**src/rtl/spi_arbiter.sv**
```systemverilog
// Round-robin arbiter sharing one SPI serdes between NUM_REQ requesters; start one cycle after req in IDLE, ack one cycle after done.
// Requesters hold req until ack; a serdes that never signals done is aborted by the watchdog with err.
module spi_arbiter #(
    parameter int NUM_REQ        = 3,
    parameter int TX_WIDTH       = 16,
    parameter int RX_WIDTH       = 8,
    parameter int TIMEOUT_CYCLES = 1024
) (
    input  logic                        spi_clk,
    input  logic                        reset_n,
    input  logic [NUM_REQ-1:0]          req,
    input  logic [NUM_REQ*TX_WIDTH-1:0] req_data,
    output logic [NUM_REQ-1:0]          ack,
    output logic                        err,
    output logic [RX_WIDTH-1:0]         rdata,
    output logic [NUM_REQ-1:0]          grant,
    output logic                        busy,
    output logic                        serdes_start,
    output logic [TX_WIDTH-1:0]         serdes_data_tx,
    input  logic                        serdes_done,
    input  logic [RX_WIDTH-1:0]         serdes_data_rx
);

    localparam int PW = (NUM_REQ > 1) ? $clog2(NUM_REQ) : 1;
    localparam int CW = (TIMEOUT_CYCLES > 1) ? $clog2(TIMEOUT_CYCLES) : 1;
    localparam logic [CW-1:0] CNT_LAST = CW'((TIMEOUT_CYCLES > 0) ? TIMEOUT_CYCLES - 1 : 0);
    localparam logic [PW-1:0] IDX_LAST = PW'(NUM_REQ - 1);

    typedef enum logic [1:0] {
        IDLE    = 2'd0,
        XFER    = 2'd1,
        RELEASE = 2'd2
    } state_t;

    state_t                state_q, state_d;
    logic [PW-1:0]         ptr_q, ptr_d;
    logic [CW-1:0]         cnt_q, cnt_d;
    logic [NUM_REQ-1:0]    grant_d, ack_d;
    logic                  err_d, start_d, busy_d;
    logic [RX_WIDTH-1:0]   rdata_d;
    logic [TX_WIDTH-1:0]   tx_d;
    logic [TX_WIDTH-1:0]   slot [NUM_REQ];
    logic                  win_vld;
    logic [PW-1:0]         win_idx;
    logic [PW-1:0]         cand;

    always_comb begin
        for (int i = 0; i < NUM_REQ; i++) begin
            slot[i] = req_data[i*TX_WIDTH +: TX_WIDTH];
        end
    end

    // Scan downward so the last hit is the nearest set bit at or above the pointer.
    always_comb begin
        win_vld = 1'b0;
        win_idx = '0;
        cand    = '0;
        for (int k = NUM_REQ - 1; k >= 0; k--) begin
            cand = PW'((int'(ptr_q) + k) % NUM_REQ);
            if (req[cand]) begin
                win_vld = 1'b1;
                win_idx = cand;
            end
        end
    end

    always_comb begin
        state_d = state_q;
        ptr_d   = ptr_q;
        cnt_d   = cnt_q;
        grant_d = grant;
        tx_d    = serdes_data_tx;
        start_d = serdes_start;
        rdata_d = rdata;
        ack_d   = '0;
        err_d   = 1'b0;
        case (state_q)
            IDLE: begin
                if (win_vld) begin
                    state_d = XFER;
                    grant_d = NUM_REQ'(1) << win_idx;
                    tx_d    = slot[win_idx];
                    start_d = 1'b1;
                    ptr_d   = (win_idx == IDX_LAST) ? '0 : win_idx + 1'b1;
                    cnt_d   = '0;
                end
            end
            XFER: begin
                if (serdes_done) begin
                    state_d = RELEASE;
                    rdata_d = serdes_data_rx;
                    ack_d   = grant;
                    start_d = 1'b0;
                end else if (TIMEOUT_CYCLES > 0 && cnt_q == CNT_LAST) begin
                    state_d = RELEASE;
                    ack_d   = grant;
                    err_d   = 1'b1;
                    start_d = 1'b0;
                end else if (TIMEOUT_CYCLES > 0) begin
                    cnt_d = cnt_q + 1'b1;
                end
            end
            RELEASE: begin
                // A level-style done must fall before the next grant can start.
                if (!serdes_done) begin
                    state_d = IDLE;
                    grant_d = '0;
                    cnt_d   = '0;
                end
            end
            default: state_d = IDLE;
        endcase
        busy_d = (state_d != IDLE);
    end

    always_ff @(posedge spi_clk or negedge reset_n) begin
        if (!reset_n) begin
            state_q        <= IDLE;
            ptr_q          <= '0;
            cnt_q          <= '0;
            grant          <= '0;
            ack            <= '0;
            err            <= 1'b0;
            rdata          <= '0;
            busy           <= 1'b0;
            serdes_start   <= 1'b0;
            serdes_data_tx <= '0;
        end else begin
            state_q        <= state_d;
            ptr_q          <= ptr_d;
            cnt_q          <= cnt_d;
            grant          <= grant_d;
            ack            <= ack_d;
            err            <= err_d;
            rdata          <= rdata_d;
            busy           <= busy_d;
            serdes_start   <= start_d;
            serdes_data_tx <= tx_d;
        end
    end

endmodule

```
**config.mk**
```make
export PLATFORM = sky130hd
export DESIGN_NAME = spi_arbiter
export DESIGN_NICKNAME = d
export VERILOG_FILES = /design/src/rtl/spi_arbiter.sv
export SDC_FILE = /design/constraint.sdc
export NUM_CORES = 1
export LEC_CHECK = 0
export BUFFER_PORTS_ARGS = -buffer_cell sky130_fd_sc_hd__buf_4
export CELL_PAD_IN_SITES_DETAIL_PLACEMENT = 1
export CELL_PAD_IN_SITES_GLOBAL_PLACEMENT = 1
export CORE_MARGIN = 3
export CORE_UTILIZATION = 32
export CTS_CLUSTER_SIZE = 12
export DETAILED_ROUTE_END_ITERATION = 10
export PLACE_DENSITY_LB_ADDON = 0.1
export RECOVER_POWER = 100
export SYNTH_ARGS = -nofsm -noshare
export SYNTH_HDL_FRONTEND = slang
export SYNTH_SLANG_ARGS = --single-unit
```
**constraint.sdc**
```tcl
create_clock -name spi_clk -period 2 [get_ports spi_clk]
set_input_delay 0.3 -clock spi_clk [delete_from_list [all_inputs] [get_ports spi_clk]]
set_output_delay 0.3 -clock spi_clk [all_outputs]
set_load 0.02 [all_outputs]
```
==> results.json <==
{
  "worstPathArrival_ns": 2.19,
  "ir_drop_uv": 508,
  "leakage_nw": 1.39,
  "core_region_area_sq_um": 6570,
  "ant_nets": 0,
  "row_count": 29,
  "antenna_found_initial": 0,
  "grt.total_usage": 0.160,
  "num_antenna_cells": 0,
  "p_seq_frac": 0.302,
  "synth_seq_cells": 47,
  "cp_cell_sequence": "inv_2 > ha_4 > maj3_2 > a21oi_2 > buf_4 > o211ai_1 > nand2_2 > clkbuf_16 > nor2_1",
  "cts_tree": "built",
  "path_clk_slew_ns": 0.09,
  "min_period_over_period": 1.00,
  "yosysSeqAreaShare": 0.523,
  "synth_cell_types": 39,
  "grt-busiest-layer": "met2",
  "grt_use_met1": 0.185,
  "async_flop_share": 1.00,
  "cp-end-kind": "register",
  "final_cell_mix": "buf_4 (69), dfrtp_1 (47), clkbuf_1 (34)",
  "viasPerCell": 5.08,
  "h-tree-depth": 2,
  "worst_path_max_delay_cell": "dfrtp_1",
  "maxCapViolCount": 0,
  "synth_nets": 286,
  "synthCells": 221,
  "cts_root_buf": "clkbuf_8",
  "first_global_vias": 2223,
  "synthesis.area_sq_um": 2250,
  "grtUsageMet3": 0.0576,
  "synth_top_area_share": 0.523,
  "power_frac_clock": 0.140,
  "max_freq_ghz": 0.500,
  "rsz0062_at_grt": "yes",
  "max_slew.worst_pin.slew_ns": 1.18,
  "whs_ns": 0.215,
  "fin_skew_ns": 0.00424,
  "final_common_cell": "buf_4",
  "fin_util": 0.493,
  "cts_sinks": 47,
  "synth_area_leaders": "dfrtp_1 (52%), a222oi_1 (7.1%), nor2_1 (5.7%), a21oi_1 (5.3%), mux2_2 (4.0%)",
  "synth_edf_count": 0,
  "status": "finished clean",
  "cts_buffer_depth": 2,
  "grt_max_degree": 48,
  "wire_per_inst_um": 15.7,
  "fin_nets": 390,
  "hold_viol": 0,
  "finalWirelength_mm": 6.57,
  "dpl.hpwl_mm": 4.81,
  "path_class": "register to register",
  "num_vias": 2127,
  "cp_top_family": "adder cells",
  "p_switching_mw": 2.18,
  "drtIter0Drc": 78,
  "critPathMaxFanout": 8,
  "drc": 0,
  "yosys.area.top_type": "dfrtp_1",
  "drive_gt1_frac": 0.328,
  "design_area_sq_um": 3240,
  "grt_first_pass_wirelength_mm": 10.7,
  "internal_power_mw": 2.86,
  "crit_buf_inv": 3,
  "setup_viol": 0,
  "port_buffers": 94,
  "switching_share": 0.433,
  "die_w_um": 89.9,
  "crit_path_max_incr_delay_ns": 0.43,
  "insertion_delay_ns": 0.29,
  "start_util": 0.343,
  "crit_path_start_kind": "register",
  "period_needed_ns": 2.00,
  "grt_use_met2": 0.288,
  "placed_area_sq_um": 3140,
  "hold_path.class": "primary input to async pin",
  "area_growth_pct": 43.9,
  "ys.flop_type": "dfrtp_1",
  "syn_area_per_cell_sq_um": 10.2,
  "first_pass_iters": 6,
  "dieArea_sq_um": 8080,
  "p_comb_frac": 0.559,
  "report.final.slew_viol_count": 0,
  "gp_congestion": 0.784,
  "cts_made_buffers": 5,
  "pin_count": 95,
  "yosysWarnings": 0,
  "p_per_area_nw_per_um2": 1560,
  "gr-total-overflow": 0,
  "die_h_um": 89.9,
  "nFillCells": 766,
  "max_slew_margin": 0.214,
  "critPathRequiredTime_ns": 2.19
}
synth_stat cells (2+ instances only):
cell      number
a211oi_1       4
a21oi_1       24
a222oi_1      16
a22o_1         2
a32o_1         2
and3_1         2
buf_2          8
clkbuf_1       2
dfrtp_1       47
ha_1           3
inv_1          6
mux2_2         8
nand2_1       14
nand2b_1       3
nand3_1        5
nand4_1        2
nor2_1        34
nor3_1         5
o211ai_1       2
o21ai_0        7
o31ai_1        2
or4_1          2
xnor2_1        5
timing repair:
item                                    4_1_cts  5_1_grt
endpoints found under the setup margin       31       30
hold buffers                                  0        0
hold endpoints to repair                      0        0
pin swaps                                     1        6
setup buffers                                 0        1
gates resized for setup                       6       12
cloned                                        0        1
power groups by stage:
stage / registers (mW) / logic [mW] / clock network, mW
final: 1.52 / 2.82 / 0.703
after global routing: 1.57 / 3.11 / 0.777
after CTS: 1.53 / 2.90 / 0.739
after detailed placement: 1.54 / 2.81 / 0
after global placement: 1.52 / 2.76 / 0
after floorplan: 1.89 / 1.28 / 0
per-layer routing:
layer | vias to the layer above | part of all wire
met5 | - | 0
met4 | 0 | 0.0037
met3 | 2 | 0.066
met2 | 67 | 0.51
met1 | 1026 | 0.42
li1 | 1032 | -
final timing paths:
check	slack (ns)	cells after the start	endpoint	startpoint
worst max-delay path	0.0006	9	cnt_q[8]	ptr_q[0]
worst min-delay path	0.22	1	cnt_q[2]	reset_n
worst max register to register	0.0006	9	cnt_q[8]	ptr_q[0]
worst min register to register	0.51	1	rdata[6]	rdata[6]
max in group asynchronous	1.06	1	serdes_data_tx[9]	reset_n
min in group spi_clk	0.23	2	rdata[6]	serdes_data_rx[6]
area by class of cell:
cell class,instances,area [sq um],share of cell area
Sequential cell,47,1180,0.363
Multi-Input combinational cell,157,1080,0.332
Timing Repair Buffer,108,736,0.227
Tap cell,93,116,0.0359
Clock buffer,5,68.8,0.0212
Clock inverter,3,43.8,0.0135
Inverter,6,22.5,0.00695
state kept, by name (all words and copies together), names as in the netlist:
signal          flops
ptr_q               2
grant               3
rdata               8
serdes_start        1
serdes_data_tx     16
cnt_q              10
busy                1
state_q             2
ack                 3
err                 1
logic make-up after synthesis:
family	count (synthesis)	synth area share
DFF	47	0.523
buffers and inverters	17	0.0328
muxes	8	0.0400
and+or+nand+nor	72	0.143
AOI/OAI and AO/OA	68	0.220
xor gates and xnor gates	5	0.0195
adders and majority gates	4	0.0217
worst reg2reg max path: cells and delay by family, from the launching register on:
| family | cells | cell delay [ns] |
|---|---|---|
| and+or+nand+nor | 2 | 0.23 |
| AOI/OAI and AO/OA | 2 | 0.35 |
| buffers and inverters | 3 | 0.39 |
| DFF | 1 | 0.43 |
| adders and majority gates | 2 | 0.52 |
stage by stage:
| step | setup TNS, ns | std cells | setup WS (ns) | total power [mW] |
|---|---|---|---|---|
| floorplan | 0 | 221 | 0.00325 | 3.17 |
| global placement | -1.65 | 409 | -0.0890 | 4.28 |
| detailed placement | -3.88 | 409 | -0.222 | 4.35 |
| CTS | 0 | 417 | 0.0000797 | 5.16 |
| global route | -1.96 | 419 | -0.117 | 5.46 |
| finish | 0 | 419 | 0.000598 | 5.04 |
No activity file was read; power rests on OpenSTA's default activity.
